## src/rtl/mem_responder_pkg.sv

```systemverilog
// Shared types and constants for the memory responder.
package mem_responder_pkg;

    typedef enum logic {
        ST_INIT  = 1'b0,
        ST_READY = 1'b1
    } state_e;

    localparam logic FAULT_SA0 = 1'b0;
    localparam logic FAULT_SA1 = 1'b1;

    localparam int unsigned CNT_W = 16;
    localparam logic [CNT_W-1:0] CNT_MAX = 16'hFFFF;

endpackage

```

## src/rtl/mem_rd_pipe.sv

```systemverilog
// Read data delay line: DEPTH-deep shift register, cleared on reset or flush.
module mem_rd_pipe #(
    parameter int unsigned DW    = 8,
    parameter int unsigned DEPTH = 1
) (
    input  logic          clock,
    input  logic          reset,
    input  logic          flush,
    input  logic          en,
    input  logic [DW-1:0] din,
    output logic [DW-1:0] dout
);

    logic [DW-1:0] stage_q [DEPTH];

    always_ff @(posedge clock or negedge reset) begin
        if (!reset) begin
            for (int unsigned i = 0; i < DEPTH; i++) stage_q[i] <= '0;
        end else if (flush) begin
            for (int unsigned i = 0; i < DEPTH; i++) stage_q[i] <= '0;
        end else if (en) begin
            stage_q[0] <= din;
            for (int unsigned i = 1; i < DEPTH; i++) stage_q[i] <= stage_q[i-1];
        end
    end

    assign dout = stage_q[DEPTH-1];

endmodule

```

## src/rtl/mem_responder.sv

```systemverilog
// Memory-side responder: scrubbed array, pipelined reads, saturating access counters.
// Define FAULT_INJECT_EN to enable read-data corruption at fault_addr.
module mem_responder
    import mem_responder_pkg::*;
#(
    parameter int unsigned   AW       = 8,
    parameter int unsigned   DW       = 8,
    parameter int unsigned   RD_LAT   = 1,
    parameter logic [DW-1:0] INIT_VAL = '0
) (
    input  logic             clock,
    input  logic             reset,
    input  logic             we,
    input  logic [AW-1:0]    wra,
    input  logic [DW-1:0]    wrd,
    input  logic [AW-1:0]    rda,
    output logic [DW-1:0]    rdd,
    output logic             busy,
    output logic [CNT_W-1:0] wr_count,
    output logic [CNT_W-1:0] rd_count,
    input  logic             fault_en,
    input  logic [AW-1:0]    fault_addr,
    input  logic [DW-1:0]    fault_mask,
    input  logic             fault_type
);

    localparam int unsigned DEPTH = 1 << AW;

    if (RD_LAT == 0 || RD_LAT > 4) begin : g_bad_rd_lat
        $error("mem_responder: RD_LAT must be in 1..4");
    end

    state_e           state_q, state_d;
    logic [AW-1:0]    scrub_ptr_q, scrub_ptr_d;
    logic [CNT_W-1:0] wr_count_q, wr_count_d;
    logic [CNT_W-1:0] rd_count_q, rd_count_d;

    logic [DW-1:0] mem [DEPTH];
    logic          ready;
    logic          mem_we;
    logic [AW-1:0] mem_wa;
    logic [DW-1:0] mem_wd;
    logic [DW-1:0] rd_data;
    logic [DW-1:0] pipe_din;

    assign ready = (state_q == ST_READY);

    always_ff @(posedge clock or negedge reset) begin
        if (!reset) begin
            state_q     <= ST_INIT;
            scrub_ptr_q <= '0;
            wr_count_q  <= '0;
            rd_count_q  <= '0;
        end else begin
            state_q     <= state_d;
            scrub_ptr_q <= scrub_ptr_d;
            wr_count_q  <= wr_count_d;
            rd_count_q  <= rd_count_d;
        end
    end

    always_comb begin
        state_d     = state_q;
        scrub_ptr_d = scrub_ptr_q;
        wr_count_d  = wr_count_q;
        rd_count_d  = rd_count_q;
        unique case (state_q)
            ST_INIT: begin
                scrub_ptr_d = scrub_ptr_q + 1'b1;
                if (scrub_ptr_q == {AW{1'b1}}) state_d = ST_READY;
            end
            ST_READY: begin
                if (we && wr_count_q != CNT_MAX) wr_count_d = wr_count_q + 1'b1;
                // rda is sampled every ready cycle, so each one counts as a read
                if (rd_count_q != CNT_MAX) rd_count_d = rd_count_q + 1'b1;
            end
        endcase
    end

    // Scrub owns the write port until the array is fully initialised
    assign mem_we = !ready || we;
    assign mem_wa = ready ? wra : scrub_ptr_q;
    assign mem_wd = ready ? wrd : INIT_VAL;

    always_ff @(posedge clock) begin
        if (mem_we) mem[mem_wa] <= mem_wd;
    end

    // Combinational read of the pre-edge contents gives read-before-write ordering
    assign rd_data = mem[rda];

`ifdef FAULT_INJECT_EN
    always_comb begin
        pipe_din = rd_data;
        if (fault_en && rda == fault_addr) begin
            pipe_din = (fault_type == FAULT_SA1) ? (rd_data | fault_mask)
                                                 : (rd_data & ~fault_mask);
        end
    end
`else
    logic unused_fault;
    assign unused_fault = ^{fault_en, fault_addr, fault_mask, fault_type};
    assign pipe_din     = rd_data;
`endif

    mem_rd_pipe #(
        .DW    (DW),
        .DEPTH (RD_LAT)
    ) u_rd_pipe (
        .clock (clock),
        .reset (reset),
        .flush (!ready),
        .en    (ready),
        .din   (pipe_din),
        .dout  (rdd)
    );

    assign busy     = !ready;
    assign wr_count = wr_count_q;
    assign rd_count = rd_count_q;

endmodule

```

## config.mk

```make
export PLATFORM = sky130hd
export DESIGN_NAME = mem_responder
export DESIGN_NICKNAME = d
export VERILOG_FILES = /design/src/rtl/mem_responder_pkg.sv /design/src/rtl/mem_rd_pipe.sv /design/src/rtl/mem_responder.sv
export SDC_FILE = /design/constraint.sdc
export NUM_CORES = 2
export LEC_CHECK = 0
export BUFFER_PORTS_ARGS = -buffer_cell sky130_fd_sc_hd__buf_2
export CELL_PAD_IN_SITES_DETAIL_PLACEMENT = 0
export CELL_PAD_IN_SITES_GLOBAL_PLACEMENT = 2
export CORE_MARGIN = 5
export CORE_UTILIZATION = 50
export CTS_CLUSTER_SIZE = 8
export DETAILED_ROUTE_END_ITERATION = 10
export PLACE_DENSITY_LB_ADDON = 0.1
export SLEW_MARGIN = 0
export SYNTH_ARGS = -nofsm -noshare
export SYNTH_HDL_FRONTEND = slang
export SYNTH_SLANG_ARGS = --single-unit
```

## constraint.sdc

```tcl
create_clock -name clock -period 6.6 [get_ports clock]
set_input_delay 0.99 -clock clock [delete_from_list [all_inputs] [get_ports clock]]
set_output_delay 0.99 -clock clock [all_outputs]
set_load 0.03 [all_outputs]
```

==> reports/results.txt <==
Vias in the first global route -> 42400
# Post-CTS Setup Buffers -> 0
Crit Path Class -> reg2reg
Critical path buffers and inverters -> 2
Layout cells sized above 1 -> 0.196
Max frequency -> 240 MHz
Crit start category -> register
Post-DP HPWL -> 134000 um
FF-to-FF path depth -> 5
# Max-Cap Violations -> 0
Peak supply drop -> 281 uV
Die area -> 173000 um^2
Register area share after synthesis -> 0.762
Worst Path Required -> 7.10 ns
Layout fillers -> 12400
Worst-path clk slew -> 0.05 ns
Clock latency on the worst-skew pair -> 0.92 ns
Yosys top cell area share -> 0.747
Gpl congestion -> 0.811
CTS Buf Count -> 312
Critical Path AT -> 4.67 ns
CP delay by family, top -> simple AND/OR/NAND/NOR gates
TritonCTS clock tree -> built
Clk sinks -> 2097
Critical Path, Cell by Cell -> buf_4, o32ai_1, nand3_1, buf_4, nor2_1
Initial antenna violation count -> 13
Combinational power share -> 0.029
Setup Skew -> 0.0618 ns
Vias per inst -> 6.34
Syn Inst Count -> 4152
Row Count -> 149
First-pass GRT wire length -> 316000 um
Status -> complete, no violations
R2R Path End -> mem[212][7]
Reg-to-reg critical path startpoint -> ready
Count leader, synth -> edfxtp_1
Netlist Area Pre-Place -> 82400 um^2
Share of power burned in registers -> 0.498
CP max stage cell -> o32ai_1
Final Non-Filler Cells -> 6639
Final setup TNS -> 0 ns
Layout Nets -> 4441
# H-tree levels -> 5
Switch Pwr -> 5.76 mW
Placed Cells -> 6268
Top post-synthesis cells by count -> edfxtp_1, mux4_2, nor2_1, mux2i_1, nand2_1
Grt total ovfl -> 0
Critical path capture point type -> register
Clock share of power -> 0.473
Leakage -> 28.2 nW
Die Y -> 416 um
Switching part of the total power -> 0.199
Synthesized area per cell -> 19.8 um^2
Pwr dens -> 311 nW/um^2
Yosys warns -> 0
#FFs+latches synth -> 2097
Post-route DRC -> 0
Post-synth ARST share -> 0.0234
Number of port buffers -> 67
Tcrit/Tclk final -> 0.632
Syn_nets -> 4200
CP Max Fanout -> 30
Detailed Route WL -> 223000 um
CTS root buf -> clkbuf_16
Die width -> 416 um
Crit path time final -> 4.17 ns
Final ANT Viol Nets -> 0
# setup viols final -> 0
Netlist cell types -> 68
GR Util All Layers -> 0.256
Ys flop type -> edfxtp_1
Max stage delay on crit path -> 0.86 ns
R2r setup slk -> 2.43 ns
Detailed-router iteration count before antenna repair -> 5
Count of flip-flops with a built-in enable after synthesis -> 2048
Most frequent CP cell -> buf_4
Hold-fix buffers, CTS -> 0
Final Hold Vio Count -> 0
Routed via count -> 42100
Core ar. -> 164000 um^2
Util after Layout -> 0.566
Area leader, netlist -> edfxtp_1
RSZ-0062 raised after global routing -> false
Initial detailed-routing violation count -> 4584
Largest buffer count on any clock path -> 4
Slew Limit Headroom -> 0.0824
Top cells by area, synth -> edfxtp_1, mux4_2, mux2i_1
Initial cell density of the core -> 0.501
Area delta synth->final -> 13.0%
Internal Power -> 23.2 mW
Ports -> 86
Fin. max-slew vios -> 0
Largest net degree at the start of global routing -> 173
Hold Crit Class -> in2async
Worst slew pin tran -> 1.34 ns
# resized after CTS -> 0
Tot Pwr -> 29.0 mW
Routed wire length per instance -> 33.6 um
worst register-to-register path: cells and delay by family (launching register included):
family                 cells  cell delay, ns
DFF                        1            0.62
and+or+nand+nor            2            1.48
AOI/OAI and AO/OA          1            0.87
buffers and inverters      2            0.83
placed cells by master (no fill, tap or decap), drive strengths merged, types with 56 or more instances in the layout:
master  Yosys  final
a22oi      88     88
buf       152    178
clkbuf     98    362
edfxtp   2048   2048
mux2i     279    279
mux4      380    380
nand2     115    115
nand3      77     77
nor2      293    293
nor3       74     74
o21ai      62     62
o221ai     87     87
o22ai      56     56
sequential cells by signal (all words and copies together), names as in the netlist:
name	count
mem	2048
rd_count	16
wr_count	16
scrub_ptr_q	8
u_rd_pipe.dout	8
ready	1
kinds of logic (layout without fill, tap and decap cells):
logic type	after synthesis	after routing	share of synthesized area
DFF	2097	2097	0.762
and+or+nand+nor	679	679	0.0372
muxes	662	662	0.140
AOI/OAI and AO/OA	409	409	0.0357
buffers and inverters	266	559	0.0216
xor gates and xnor gates	36	36	0.00383
adders and majority gates	3	3	0.000456
other	0	5	0
worst max-delay path by stage:
stage                     startpoint           endpoint  slack (ns)  cells past startpoint
after CTS                      ready        mem[212][7]        2.40                      5
after global placement        rda[2]  u_rd_pipe.dout[0]        1.83                      8
after global routing           ready        mem[212][7]        2.20                      5
after floorplan                ready          mem[0][0]        1.32                      4
after detailed placement      rda[2]  u_rd_pipe.dout[0]        1.79                      8
final                          ready        mem[212][7]        2.43                      5
area by class of cell:
cell class / count / area, um^2 / area share
Inverter: 15 / 57.6 / 0.000618
Timing Repair Buffer: 178 / 1420 / 0.0153
Antenna cell: 5 / 12.5 / 0.000134
Multi-Input combinational cell: 1789 / 17900 / 0.193
Clock inverter: 4 / 56.3 / 0.000605
Clock buffer: 362 / 8120 / 0.0873
Tap cell: 2189 / 2740 / 0.0294
Sequential cell: 2097 / 62700 / 0.674
power groups by stage:
stage               registers (mW)  logic (mW)  clock network, mW
CTS                           14.4       0.846               13.9
global placement              14.7       0.845                  0
global route                  14.4       0.878               14.5
finish                        14.4       0.841               13.7
detailed placement            14.7       0.844                  0
floorplan                     14.7       0.570                  0
layer usage:
metal	up-vias	routed length, um	track usage
met2	1641	106000	0.399
met4	2	5170	0.0660
met3	312	17200	0.0544
met1	22600	94700	0.374
li1	17600	-	-
met5	-	17	0
stage by stage:
stage | worst slack (ns) | hold slack [ns] | instance area [um^2]
floorplan | 1.32 | 0.501 | 82400
global placement | 1.83 | 0.481 | 84900
detailed placement | 1.79 | 0.477 | 84900
CTS | 2.40 | 0.249 | 93100
global route | 2.20 | 0.308 | 93100
finish | 2.43 | 0.280 | 93100
Note: power is estimated with default switching activity, not from simulation.
